## src/rtl/prog_loader.sv

```systemverilog
// Byte-stream command decoder that loads instruction words and 4x4 weight tiles
// into the head controller's memories and holds the head in reset until RUN.
module prog_loader #(
  parameter int unsigned IADDR_W = 8,
  parameter int unsigned WADDR_W = 8,
  parameter int unsigned ELEM_W  = 32,
  parameter int unsigned ELEMS   = 16
) (
  input  logic                      clk,
  input  logic                      rst,
  input  logic [7:0]                in_data,
  input  logic                      in_valid,
  output logic                      in_ready,
  output logic                      im_we,
  output logic [IADDR_W-1:0]        im_addr,
  output logic [15:0]               im_wdata,
  output logic                      wm_we,
  output logic [WADDR_W-1:0]        wm_addr,
  output logic [ELEMS*ELEM_W-1:0]   wm_wdata,
  output logic                      head_rst,
  output logic                      busy,
  output logic                      err
);

  localparam int unsigned TILE_W     = ELEMS * ELEM_W;
  localparam int unsigned TILE_BYTES = TILE_W / 8;
  localparam int unsigned BIDX_W     = $clog2(TILE_BYTES);
  localparam logic [BIDX_W-1:0] LAST_BYTE = BIDX_W'(TILE_BYTES - 1);

  localparam logic [7:0] CMD_INSTR = 8'h01;
  localparam logic [7:0] CMD_TILE  = 8'h02;
  localparam logic [7:0] CMD_RUN   = 8'h03;

  typedef enum logic [2:0] {
    IDLE, I_ADDR, I_CNT, I_LO, I_HI, T_ADDR, T_DATA, T_WR
  } state_t;

  state_t              state, state_d;
  logic                xfer_c;
  logic [7:0]          lo_byte;
  logic [8:0]          remaining;
  logic [BIDX_W-1:0]   byte_idx;
  logic [TILE_W-1:0]   tile_buf;
  logic [TILE_W-1:0]   tile_merge_c;

  assign xfer_c = in_valid & in_ready;

  // Tile buffer with the incoming byte dropped into its slot
  always_comb begin
    tile_merge_c = tile_buf;
    tile_merge_c[{byte_idx, 3'b000} +: 8] = in_data;
  end

  always_ff @(posedge clk) begin
    if (rst) state <= IDLE;
    else     state <= state_d;
  end

  always_comb begin
    state_d = state;
    case (state)
      IDLE: begin
        if (xfer_c) begin
          if (in_data == CMD_INSTR)     state_d = I_ADDR;
          else if (in_data == CMD_TILE) state_d = T_ADDR;
        end
      end
      I_ADDR:  if (xfer_c) state_d = I_CNT;
      I_CNT:   if (xfer_c) state_d = I_LO;
      I_LO:    if (xfer_c) state_d = I_HI;
      I_HI:    if (xfer_c) state_d = (remaining == 9'd1) ? IDLE : I_LO;
      T_ADDR:  if (xfer_c) state_d = T_DATA;
      T_DATA:  if (xfer_c && (byte_idx == LAST_BYTE)) state_d = T_WR;
      T_WR:    state_d = IDLE;
      default: state_d = IDLE;
    endcase
  end

  // Datapath and registered outputs
  always_ff @(posedge clk) begin
    if (rst) begin
      in_ready  <= 1'b0;
      busy      <= 1'b0;
      im_we     <= 1'b0;
      im_addr   <= '0;
      im_wdata  <= '0;
      wm_we     <= 1'b0;
      wm_addr   <= '0;
      wm_wdata  <= '0;
      head_rst  <= 1'b1;
      err       <= 1'b0;
      lo_byte   <= '0;
      remaining <= '0;
      byte_idx  <= '0;
      tile_buf  <= '0;
    end else begin
      in_ready <= (state_d != T_WR);
      busy     <= (state_d != IDLE);
      im_we    <= 1'b0;
      wm_we    <= 1'b0;
      // Address advances in the strobe cycle, so the write sees the old value
      if (im_we) im_addr <= im_addr + 1'b1;
      if (xfer_c) begin
        case (state)
          IDLE: begin
            case (in_data)
              CMD_INSTR, CMD_TILE: head_rst <= 1'b1;
              CMD_RUN:             head_rst <= 1'b0;
              default:             err      <= 1'b1;
            endcase
          end
          I_ADDR: im_addr   <= IADDR_W'(in_data);
          I_CNT:  remaining <= (in_data == 8'd0) ? 9'd256 : {1'b0, in_data};
          I_LO:   lo_byte   <= in_data;
          I_HI: begin
            im_we     <= 1'b1;
            im_wdata  <= {in_data, lo_byte};
            remaining <= remaining - 9'd1;
          end
          T_ADDR: begin
            wm_addr  <= WADDR_W'(in_data);
            byte_idx <= '0;
          end
          T_DATA: begin
            tile_buf <= tile_merge_c;
            byte_idx <= byte_idx + 1'b1;
            if (byte_idx == LAST_BYTE) begin
              wm_we    <= 1'b1;
              wm_wdata <= tile_merge_c;
            end
          end
          default: ;
        endcase
      end
    end
  end

endmodule

```

## config.mk

```make
export PLATFORM = sky130hd
export DESIGN_NAME = prog_loader
export DESIGN_NICKNAME = d
export VERILOG_FILES = /design/src/rtl/prog_loader.sv
export SDC_FILE = /design/constraint.sdc
export NUM_CORES = 2
export LEC_CHECK = 0
export ABC_AREA = 1
export ABC_CLOCK_PERIOD_IN_PS = 4500
export BUFFER_PORTS_ARGS = -buffer_cell sky130_fd_sc_hd__buf_2
export CORE_MARGIN = 3
export CORE_UTILIZATION = 40
export DETAILED_ROUTE_END_ITERATION = 7
export PLACE_DENSITY = 0.57
export SYNTH_ARGS = -nofsm -noshare
export SYNTH_HDL_FRONTEND = slang
export SYNTH_SLANG_ARGS = --single-unit
```

## constraint.sdc

```tcl
create_clock -name clk -period 4.5 [get_ports clk]
set_clock_uncertainty 0.2 [all_clocks]
set_input_delay 1.35 -clock clk [delete_from_list [all_inputs] [get_ports clk]]
set_output_delay 1.35 -clock clk [all_outputs]
set_load 0.02 [all_outputs]
```

# == After elaboration in Yosys (flattened, before gate mapping) ==
# Index checks and enable logic that the tools add are counted.
# word_totals
reg_bits,1088
latch_bits,0
ramBits,0
mem_bits_ro,0
input_bits,11
wordCells,79
n_memories,0
# classes
n_addsub,4
n_mul,0
n_div,0
n_lt_le_gt_ge,0
n_eq_ne,13
shifts,2
n_mux,21
bitwise_logic,4
reduce_logical,20
# ops
cell,n
$bwmux W512,1
$shift A8 B11 Y512 const A,1
$shiftx A8 B11 Y512,1
$mux W3,9
$mux W8,3
$pmux W3 S8,1
$pmux W9 S2,1
$eq A8 B2 Y1 const B,2
$eq A3 B3 Y1 const B,4
$pmux W6 S2,1
$reduce_and A2 Y1,6
$neg A9 Y11,1
$eq A9 B1 Y1 const B,1
$mux W9,1
$reduce_and A3 Y1,3
$sub A9 B1 Y9 const B,1
$add A8 B1 Y8 const B,1
$eq A8 B1 Y1 const B,1
$logic_not A8 Y1,1
$add A6 B1 Y6 const B,1
$eq A3 B2 Y1 const B,2
$eq A6 B6 Y1 const B,1
$reduce_bool A2 Y1,3
$reduce_or A3 Y1,2
other kinds (11),15

# == Logic depth before layout (Yosys ltp) ==
# logic_depth
word_depth,6
ltp_mapped,15
mapped_depth_nobuf,14

# == Least setup slack after synthesis ==
# No wires, ideal clock.
# synth_path
path_kind,input to register
startpoint,input in_valid
endpoint,register wm_wdata[380]
setup_time_ns,0.109
arrival_time_ns,2.501
required_time_ns,4.191
slack_ns,1.691
cell_stages,9
n_path_buf,2
cell_sequence,nand2_1 nor2_2 nand3_2 inv_2 buf_2 buf_1 nand3_1 nand2_1 inv_1
# synth_via
elab_chain_cells,2
# synth_lines
item,line_no,text
start: declaration,12,"input logic in_valid,"
$and A1 B1 Y1,46,assign xfer_c = in_valid & in_ready;
$reduce_and A3 Y1 (no line),-,
end signal: assignment,129,wm_wdata <= tile_merge_c;
end: declaration,19,"output logic [ELEMS*ELEM_W-1:0] wm_wdata,"
# No other way between the ends.
# A chain may end at the register's enable or synchronous reset.

# == Worst setup path in the final report ==
# layout_path
startpoint,register byte_idx[0]
endpoint,register wm_wdata[374]
# layout_via
elab_chain_cells,3
elab_cells_between_ends,6
cone_classes,add/sub (1); eq/ne (1); shift (2); mux (1); reduce/logical (1)
# layout_lines
item,line_no,text
start: declaration,42,logic [BIDX_W-1:0] byte_idx;
start signal: assignment,126,byte_idx <= byte_idx + 1'b1;
$neg A9 Y11,51,"tile_merge_c[{byte_idx, 3'b000} +: 8] = in_data;"
$shiftx A8 B11 Y512 / $shift A8 B11 Y512 (equally long branches),51,
$bwmux W512,51,
# Several ways; a longest one is shown, not always the timed one.

==> results.cfg <==
[detailed_routing]
avgViaCountPerCell = 5.09
wirelength_um = 184000
antenna_left = 0
drc_errors = 0
first_iter_violations = 4948
drtPass1Iterations = 6
wl_per_cell_um = 18.6
vias = 50600

[grt]
busiest_layer = met2
grt_util_met3 = 0.0454
overflow = 0
grt_pass1_vias = 45300
use_met1 = 0.353
grt_pass1_wl_um = 277000
track_usage = 0.264
grt_max_degree = 188
antenna_found_initial = 2
grt_use_met2 = 0.424

[sta]
tightestPinTransition_ps = 1000
grt_setup_unrepaired = false
fin_ws_ps = 792
clock.fmax_mhz = 270
setup_viol = 0
maxSlewViolCount = 0
setup_tns_ps = 0
period_needed_ps = 3710
hold_viol = 0
timing.final.crit_share = 0.824
timing.slew.headroom = 0.332
whs_ps = 275

[clocking]
insertion_delay_ps = 790
cts_resized = 0
cts_hold_buffers = 0
cts.sinks = 1088
root_buffer = clkbuf_16
clk_path_buf_depth = 3
cts_setup_buffers = 0
cts_made_buffers = 130
cts_tree = built
cts_htree_levels = 4
cts.clk_slew.worst_paths_ps = 60

[yosys]
yosys_register_bits = 1088
postSynthCellCount = 7812
ys_warn_count = 0
synth_nets = 7830
seq_area_frac_synth = 0.418
syn_area_sq_um = 52100
syn_avg_cell_area_sq_um = 6.67
synth_cell_type_count = 42

[worst_hold_path]
hp-start = remaining[7]
hold_class = reg2reg

[pwr]
leakage_nw = 30.2
powerDensity_nw_per_um2 = 339
max-vdd-ir-drop_mv = 0.364

[critical_path]
critPathRequiredTime_ps = 4970
startpoint = byte_idx[0]
worstPathMaxFanout = 41
end_kind = flop
r2r_start = byte_idx[0]
crit_type = reg2reg
cp-start-kind = flop
critical_path_arrival_ps = 4180

[die]
core-area_sq_um = 129000
initial_core_util = 0.406
die_area_sq_um = 135000
die_y_um = 367
std_cell_rows = 131
die_w_um = 367
io_pins = 561

[job]
maxCapViolCount = 0

[final_layout]
area_delta_synth_final_pct = 15.5
layoutNonFillerInstCount = 9934
post-route-util = 0.469
nets = 8128
multi_input_area_sq_um = 23900
ff_latch_area_sq_um = 21800
final_layout_size_suffix_gt1_frac = 0.115
fill_cells = 13300

[outcome]
status = finished, final reports clean

[place]
post-place-ws_ps = 588
place.gp.congestion = 0.855
io_buffers = 560
dp_cells = 9707
dp_hpwl_um = 121000
area by class of cell:
class,count,share of cell area
multi-input cells,5094,0.397
diodes,2,0.0000831
clock buffers,193,0.0630
clock inverters,32,0.00621
inverters,1143,0.0717
flip-flops and latches,1088,0.362
well taps,1729,0.0359
repair buffers,653,0.0648
report_power, final:
group,internal [mW],switching [mW],leakage (nW)
combinational,0.0519,0.311,19.4
clock,6.12,4.32,2.05
sequential,9.63,0.000708,8.76
flip-flops by register name, indices dropped and copies added, names as in the netlist:
register   flops
busy           1
byte_idx       6
err            1
head_rst       1
im_addr        8
im_wdata      16
im_we          1
in_ready       1
lo_byte        8
remaining      9
state          3
tile_buf     512
wm_addr        8
wm_wdata     512
wm_we          1
synthesized netlist by cell type (all sizes together):
cell,number,share of area
dfxtp,1088,0.42
a31oi,3,0.00036
buf,255,0.025
nand3,1301,0.13
nand4,144,0.017
clkinv,7,0.00053
o21bai,2,0.00029
nand3b,1,0.00014
xnor2,4,0.00067
ha,7,0.0017
a21oi,44,0.0042
nand2,1789,0.13
inv,1136,0.082
o22ai,3,0.00036
o21ai,80,0.0077
nor2,1173,0.089
clkbuf,232,0.017
nor4,1,0.00012
nor3,20,0.0026
o211ai,2,0.00029
o21a,512,0.074
a211oi,1,0.00014
xor2,2,0.00034
and3,1,0.00012
o221ai,4,0.00067
worst paths after layout:
kind / end / slack (ps) / cells past startpoint
max reg2reg: wm_wdata[374] / 790 / 13
max: wm_wdata[374] / 790 / 13
min: remaining[7] / 270 / 2
min reg2reg: remaining[7] / 270 / 2
layer usage:
| layer | wire length, um | vias to the layer above | share of wire |
|---|---|---|---|
| met5 | 14 | - | 0.000076 |
| met4 | 6710 | 2 | 0.036 |
| met3 | 12000 | 296 | 0.065 |
| met2 | 84300 | 1577 | 0.46 |
| met1 | 81300 | 23600 | 0.44 |
| li1 | - | 25100 | - |
stage by stage:
stage	area (sq um)	total power, mW
floorplan	52100	10.0
global route	60200	21.1
detailed placement	56100	10.2
CTS	60200	20.7
finish	60200	20.4
global placement	56100	10.2
cells by family (layout without fill, tap and decap cells):
logic type | Yosys count | in the layout | synth area share
DFF | 1088 | 1088 | 0.418
AOI/OAI and AO/OA | 651 | 651 | 0.0877
and+or+nand+nor | 4430 | 4430 | 0.368
adders and majority gates | 7 | 7 | 0.00168
xor gates and xnor gates | 6 | 6 | 0.00101
buffers and inverters | 1630 | 2021 | 0.124
other | 0 | 2 | 0
critical path, cell delays in order (launching register included):
cell,delay [ps]
dfxtp_1,320
inv_2,180
ha_1,290
nand3_1,120
nand2_2,120
nand2_8,240
inv_4,490
nand2_8,200
nor2_4,530
nand2_1,450
nand2_1,200
nand3_1,110
nand2_1,90
inv_1,40
cell usage in the layout (no fill, tap or decap), drive strengths merged:
cell type	Yosys	final
inv	1136	1144
nand3	1301	1301
buf	255	653
o22ai	3	3
diode	0	2
o21ai	80	80
o211ai	2	2
nor3	20	20
clkinv	7	25
a211oi	1	1
nand4	144	144
clkinvlp	0	1
o21a	512	512
nand3b	1	1
clkbuf	232	193
a31oi	3	3
nor4	1	1
dfxtp	1088	1088
a21oi	44	44
nand2	1789	1789
xor2	2	2
xnor2	4	4
and3	1	1
bufinv	0	5
o221ai	4	4
nor2	1173	1173
o21bai	2	2
ha	7	7
Power figures use the tool's default switching activity.
